[config.mk]
export PLATFORM = sky130hd
export DESIGN_NAME = word_scan_ctrl
export DESIGN_NICKNAME = d
export VERILOG_FILES = /design/src/rtl/word_scan_pkg.sv /design/src/rtl/moore_pat_det.sv /design/src/rtl/word_scan_ctrl.sv
export SDC_FILE = /design/constraint.sdc
export NUM_CORES = 1
export LEC_CHECK = 0
export ABC_AREA = 1
export CORE_MARGIN = 3
export CORE_UTILIZATION = 35
export DETAILED_ROUTE_END_ITERATION = 10
export GPL_ROUTABILITY_DRIVEN = 0
export SLEW_MARGIN = 20
export SYNTH_ARGS = -nofsm -noshare
export SYNTH_HDL_FRONTEND = slang
export SYNTH_HIERARCHICAL = 1
export SYNTH_SLANG_ARGS = --single-unit
[constraint.sdc]
create_clock -name clk -period 3.9 [get_ports clk]
set_input_delay 0.39 -clock clk [delete_from_list [all_inputs] [get_ports clk]]
set_output_delay 0.39 -clock clk [all_outputs]
set_load 0.005 [all_outputs]
[src/rtl/word_scan_pkg.sv]
// Shared types for the word scan controller.
// FSM states, detector history encoding, count width.
package word_scan_pkg;

  typedef enum logic [1:0] {
    S_IDLE,
    S_SHIFT,
    S_FLUSH,
    S_REPORT
  } state_t;

  typedef logic [1:0] fill_t;
  typedef logic [2:0] hist_t;

  localparam fill_t FILL_FULL = 2'd3;
  localparam hist_t PAT_100   = 3'b100;
  localparam hist_t PAT_010   = 3'b010;

  function automatic int cnt_w(input int w);
    return $clog2(w + 1);
  endfunction

endpackage

[src/rtl/moore_pat_det.sv]
// Moore detector for overlapping "100" / "010".
// History holds the last three bits, oldest in bit 2.
module moore_pat_det
  import word_scan_pkg::*;
(
  input  logic clk,
  input  logic rst,
  input  logic en,
  input  logic clr,
  input  logic bit_in,
  output logic det100,
  output logic det010
);

  hist_t hist;
  fill_t fill;

  // Shift in enabled bits; clear forgets history.
  always_ff @(posedge clk or posedge rst) begin
    if (rst) begin
      hist <= '0;
      fill <= '0;
    end else if (clr) begin
      hist <= '0;
      fill <= '0;
    end else if (en) begin
      hist <= {hist[1:0], bit_in};
      if (fill != FILL_FULL)
        fill <= fill + 2'd1;
    end
  end

  // Outputs decode the state only.
  always_comb begin
    det100 = (fill == FILL_FULL) && (hist == PAT_100);
    det010 = (fill == FILL_FULL) && (hist == PAT_010);
  end

endmodule

[src/rtl/word_scan_ctrl.sv]
// Bit-serial scan controller around moore_pat_det.
// Accepts a word, shifts it MSB-first, reports hits.
module word_scan_ctrl
  import word_scan_pkg::*;
#(
  parameter int WIDTH = 8,
  parameter int CNT_W = cnt_w(WIDTH)
) (
  input  logic             clk,
  input  logic             rst,
  input  logic             in_valid,
  output logic             in_ready,
  input  logic [WIDTH-1:0] in_data,
  input  logic             clear_hist,
  output logic             out_valid,
  input  logic             out_ready,
  output logic [CNT_W-1:0] out_count,
  output logic             out_hit100,
  output logic             out_hit010,
  output logic             busy
);

  localparam int IDX_W = $clog2(WIDTH);
  localparam logic [IDX_W-1:0] IDX_TOP = IDX_W'(WIDTH - 1);

  state_t           state;
  state_t           nxt;
  logic [WIDTH-1:0] sreg;
  logic [IDX_W-1:0] idx;
  logic [CNT_W-1:0] count;
  logic             hit100;
  logic             hit010;
  logic             det100;
  logic             det010;
  logic             det_en;
  logic             det_clr;
  logic             cnt_en;

  moore_pat_det u_det (
    .clk    (clk),
    .rst    (rst),
    .en     (det_en),
    .clr    (det_clr),
    .bit_in (sreg[WIDTH-1]),
    .det100 (det100),
    .det010 (det010)
  );

  // State register.
  always_ff @(posedge clk or posedge rst) begin
    if (rst) state <= S_IDLE;
    else     state <= nxt;
  end

  // Next state and handshake/detector controls.
  always_comb begin
    nxt       = state;
    in_ready  = 1'b0;
    out_valid = 1'b0;
    busy      = 1'b1;
    det_en    = 1'b0;
    det_clr   = 1'b0;
    cnt_en    = 1'b0;
    unique case (state)
      S_IDLE: begin
        in_ready = 1'b1;
        busy     = 1'b0;
        det_clr  = clear_hist;
        if (in_valid) nxt = S_SHIFT;
      end
      S_SHIFT: begin
        det_en = 1'b1;
        // first cycle shows the previous word's last detection
        cnt_en = (idx != IDX_TOP);
        if (idx == '0) nxt = S_FLUSH;
      end
      S_FLUSH: begin
        cnt_en = 1'b1;
        nxt    = S_REPORT;
      end
      S_REPORT: begin
        out_valid = 1'b1;
        if (out_ready) nxt = S_IDLE;
      end
      default: nxt = S_IDLE;
    endcase
  end

  // Shift register, bit index, count and hit flags.
  always_ff @(posedge clk or posedge rst) begin
    if (rst) begin
      sreg   <= '0;
      idx    <= '0;
      count  <= '0;
      hit100 <= 1'b0;
      hit010 <= 1'b0;
    end else begin
      if (state == S_IDLE && in_valid) begin
        sreg   <= in_data;
        idx    <= IDX_TOP;
        count  <= '0;
        hit100 <= 1'b0;
        hit010 <= 1'b0;
      end
      if (state == S_SHIFT) begin
        sreg <= sreg << 1;
        idx  <= idx - IDX_W'(1);
      end
      if (cnt_en && (det100 || det010)) begin
        if (count != '1) count <= count + CNT_W'(1);
        if (det100) hit100 <= 1'b1;
        if (det010) hit010 <= 1'b1;
      end
    end
  end

  assign out_count  = count;
  assign out_hit100 = hit100;
  assign out_hit010 = hit010;

endmodule

* Yosys cells after proc, flatten, opt, wreduce, memory -nomap -nowiden *
Index checks and enable logic that the tools add are counted.

word-level totals
  logic and storage cells = 63
  output and inout port bits = 9
  bits of input ports = 13
  register bits = 24

operators by class
  mux-type cells = 28
  reductions and logical operators = 12
  add/subtract/negate cells = 3
  eq/ne operators = 12

operators with widths
  cell                                                 number
  two-way mux 8 bit                                    2
  two-way mux 2 bit                                    6
  two-way mux 3 bit                                    4
  two-way mux 4 bit                                    3
  two-way mux 1 bit                                    11
  inequality test 2 bit, second input constant         4
  case mux 2 bit (4 select lines)                      1
  equality test 2 bit, second input constant           3
  nonzero test 2 bit                                   3
  adder 4 x 1 -> 4 bit, second input constant          1
  logical AND 1 bit                                    4
  inequality test 4 bit, second input constant         1
  equality test 3 x 2 -> 1 bit, second input constant  1
  equality test 3 bit, second input constant           1
  zero test 3 bit                                      1
  inequality test 3 bit, second input constant         1
  AND reduction 3 bit                                  1
  subtractor 3 x 1 -> 3 bit, second input constant     1
  adder 2 x 1 -> 2 bit, second input constant          1
  equality test 2 x 1 -> 1 bit, second input constant  1
  zero test 2 bit                                      1
  case mux 1 bit (2 select lines)                      1
  AND reduction 2 bit                                  1
  logical OR 1 bit                                     1

* Logic depth before layout (Yosys ltp) *
  word-level depth = 5
  mapped depth = 9
  gate-level depth less buffers = 9

* Hierarchy *
Netlist, hierarchy kept.

modules (own cells, without submodules)
  module          cells each  seq. area each (um^2)  area each (um^2)  instances
  word_scan_ctrl  134         475.5                  1067.3            1
  moore_pat_det   32          125.1                  260.2             1

* Worst setup path after synthesis *
Ideal clock, no wire load.

  path type = register -> register
  start = register state[1]
  end = register count[2] (netlist: out_count[2])
  slack = 2.539 ns
  arrival time = 1.244 ns
  setup time = 0.118 ns
  path buffers = 1
  data required time = 3.782 ns
  cell stages (with the launch flop) = 9
  cells stage by stage = dfrtp_1 > inv_1 > ha_1 > buf_6 > nand2_2 > nand2_2 > nand3b_1 > nand3_1 > nand2_1

between the ends
  cells in the longest elaborated chain, start to end = 5
  elaborated cells between the ends (all ways) = 9

ends and longest elaborated chain
  item                      RTL line               RTL
  start: declaration        word_scan_ctrl.sv:26   state_t state;
  start signal: assignment  word_scan_ctrl.sv:52   else state <= nxt;
  zero test 2 bit           word_scan_ctrl.sv:98   if (state == S_IDLE && in_valid) begin
  logical AND 1 bit         word_scan_ctrl.sv:98
  two-way mux 4 bit         word_scan_ctrl.sv:98
  two-way mux 4 bit         word_scan_ctrl.sv:110  if (count != '1) count <= count + CNT_W'(1);
  two-way mux 4 bit (*)     word_scan_ctrl.sv:109  if (cnt_en && (det100 || det010)) begin
  end signal: assignment    word_scan_ctrl.sv:110
  end: declaration          word_scan_ctrl.sv:30   logic [CNT_W-1:0] count;

Every way passes the cells marked *; elsewhere a longest branch is shown, timed or not.
A chain may end at the register's enable or synchronous reset.

* Worst setup path after layout *
  start = register state[0]
  end = output port busy

between the ends
  cells in the longest elaborated chain, start to end = 2

ends and longest elaborated chain
  item               RTL line              RTL
  zero test 2 bit    word_scan_ctrl.sv:64  unique case (state)
  two-way mux 1 bit  word_scan_ctrl.sv:64
  end: declaration   word_scan_ctrl.sv:20  output logic busy

Every way passes these cells.

==> flow_summary.yaml <==
power_and_ir_drop:
  ir_drop_mv: 0.230
  clock_power_share_pct: 16.4
  leakage_nw: 0.809
  p_sw_mw: 0.420
  powerDensity_nw_per_um2: 634
  combPwrFrac_pct: 45.5
  p_sw_share_pct: 40.4
  seq_power_share_pct: 38.1
  p_int_mw: 0.619
  power_mw: 1.04
worst_setup_path:
  crit_family: "buffers and inverters"
  max_stage_delay_ps: 500
  cp.required_ps: 3510
  crit_arrival_ps: 1640
  crit_buf_inv: 3
  end_kind: "output pin"
  crit_path_start_kind: "flop"
  worstReg2RegEnd: "idx[1]"
  path_class: "reg -> out"
  cp_cell_sequence: "inv_1 > ha_1 > inv_1 > clkdlybuf4s50_1"
  rr_startpoint: "state[1]"
  cp_slowest_cell: "clkdlybuf4s50_1"
  r2r_slack_ps: 2220
  cpMostUsedCell: "inv_1"
  reg2reg_depth: 6
  crit_fanout: 5
route:
  first_iter_violations: 77
  drt_wl_total_um: 2530
  dr.pass1.iters: 5
  vias: 1126
  avgRoutedWirePerCell_um: 10.7
  drc_errors: 0
  routed_via_density: 4.77
  antenna_left: 0
cts:
  cts_buffers: 3
  clkLatencyLatePin_ps: 270
  cts_buffer_depth: 2
  cts_tree: "built"
  clkTransAtPathRegs_ps: 80
  root_buffer: "clkbuf_8"
  ctsHoldBuffers: 0
  clock_sinks: 24
  post_cts_buffers: 0
  h-tree-depth: 1
  ctsResizeCount: 0
final_layout:
  layout-drive-gt1-share_pct: 8.95
  syn_to_final_growth_pct: 23.5
  final_cells: 236
  fillers: 357
  diodes: 0
  layout.nets: 213
  utilization_pct: 46.9
timing:
  timing.fmax_mhz: 492
  worst_pin_slew_ps: 740
  rsz0062_at_grt: "no"
  hold_viol_final: 0
  finalClockSkew_ps: 2.36
  fin_crit_ps: 2030
  drv_slew: 0
  setup_viol: 0
  tns_ps: 0
  post-route-period-util_pct: 52.1
  slew_headroom_pct: 50.6
grt:
  antenna_found_initial: 0
  grtUsageTotal_pct: 13.2
  grt_pass1_wl_um: 4630
  overflow: 0
  grt_max_degree: 20
  grt_pass1_vias: 1112
synthesis:
  synth_area_leader_cell: "dfrtp_1"
  synth_cells: 166
  synth.avg_cell_area_sq_um: 8.00
  yosys_warnings: 6
  synth_fa_ha_area_share_pct: 8.48
  synth_compound_area_share_pct: 8.39
  synth_top_family_by_area: "simple AND/OR/NAND/NOR gates"
  synth-simple-area-share_pct: 29.3
  muxShareOfSynthArea_pct: 0
  ys_seq_elements: 24
  synth_top_area_share_pct: 45.2
  synth_xor_area_share_pct: 0
  post_synth_num_cell_types: 21
  synth.area.top_cells: "dfrtp_1 (45%), nand2_1 (12%), ha_1 (8.5%), inv_1 (6.2%), nor2_1 (5.4%)"
  seq_area_frac_synth_pct: 45.2
  mappedNetlistArea_sq_um: 1330
  synthesis.nets: 188
hold_path:
  min_path_type: "in -> async"
floorplan:
  core_sq_um: 3490
  die_w_um: 67.6
  die-area_sq_um: 4570
  io_pins: 22
  rows: 21
  die_h_um: 67.6
  initial_utilization_pct: 38.0
place:
  placed_cells: 232
  io_buffers: 21
  dp_hpwl_um: 1960
flow_run:
  maxCapViolCount: 0
status:
  outcome: "complete, no violations"
==> logic make-up (layout without fill, tap and decap cells) <==
group,after synthesis,after routing
AO/OA/AOI/OAI,19,19
AND/OR/NAND/NOR,86,86
adder cells (fa/ha/maj),9,9
flip-flops,24,24
buffers and inverters,28,52
==> power groups by stage <==
stage | Clock (mW) | Sequential [mW] | Combinational, mW
2_1_floorplan | 0 | 0.387 | 0.369
3_3_place_gp | 0 | 0.396 | 0.466
3_5_place_dp | 0 | 0.402 | 0.482
4_1_cts | 0.177 | 0.397 | 0.483
5_1_grt | 0.187 | 0.410 | 0.555
6_report | 0.170 | 0.396 | 0.473
==> per-layer routing <==
layer	share of wire (%)	routed length [um]	GRT usage, %
met1	46	1180	16.2
met2	46	1170	22.5
met3	5.7	144	2.33
met4	1.8	45	5.82
met5	0	0	0
==> area by class of cell <==
type,count,area (sq um),area share (%)
clock buffers,4,55.1,3.36
well taps,46,57.6,3.51
flip-flops and latches,24,601,36.6
repair buffers,21,210,12.8
multi-input cells,114,613,37.4
inverters,27,103,6.26
==> how the worst max path moves through the flow <==
stage | startpoint | endpoint | slack (ps) | depth (start not counted)
CTS | state[0] | busy | 1850 | 4
floorplan | state[1] | out_count[2] | 2540 | 8
global route | state[0] | busy | 1790 | 4
detailed placement | state[0] | busy | 2160 | 4
global placement | state[0] | busy | 2210 | 4
finish | state[0] | busy | 1870 | 4
==> cells in the final DEF, fill, tap and decap left out, types with 7 or more instances in the layout <==
cell type	n
o22ai_1	7
nand3_1	11
nand2_1	42
o21ai_0	8
nor2_1	19
ha_1	9
inv_1	22
dfrtp_1	24
clkdlybuf4s50_1	21
==> sequential cells by signal, summed over array words and instances (netlist names) <==
register and flops:
out_count 4, state 2, sreg 8, u_det/hist 3
u_det/fill 2, idx 3, out_hit010 1, out_hit100 1
==> metrics by stage <==
stage / setup WS (ps) / instance area [sq um] / hold slack (ps)
6_report: 1870 / 1640 / 347
5_1_grt: 1790 / 1640 / 372
4_1_cts: 1850 / 1640 / 354
3_5_place_dp: 2160 / 1580 / 473
3_3_place_gp: 2210 / 1580 / 466
2_1_floorplan: 2540 / 1330 / 169
==> cell usage after synthesis <==
library cell	number
nand2_4	2
nand4_1	3
nand3_1	11
clkinv_2	1
dfrtp_1	24
inv_2	3
nand2_1	42
nor2_4	1
nor3_1	2
ha_1	9
buf_6	1
a21oi_1	3
o22ai_1	7
nand3b_1	1
nand2_2	4
o211ai_2	1
inv_1	22
nor2_1	19
clkinv_1	1
o21ai_0	8
nand3_2	1
(Power assumes the default switching activity.)
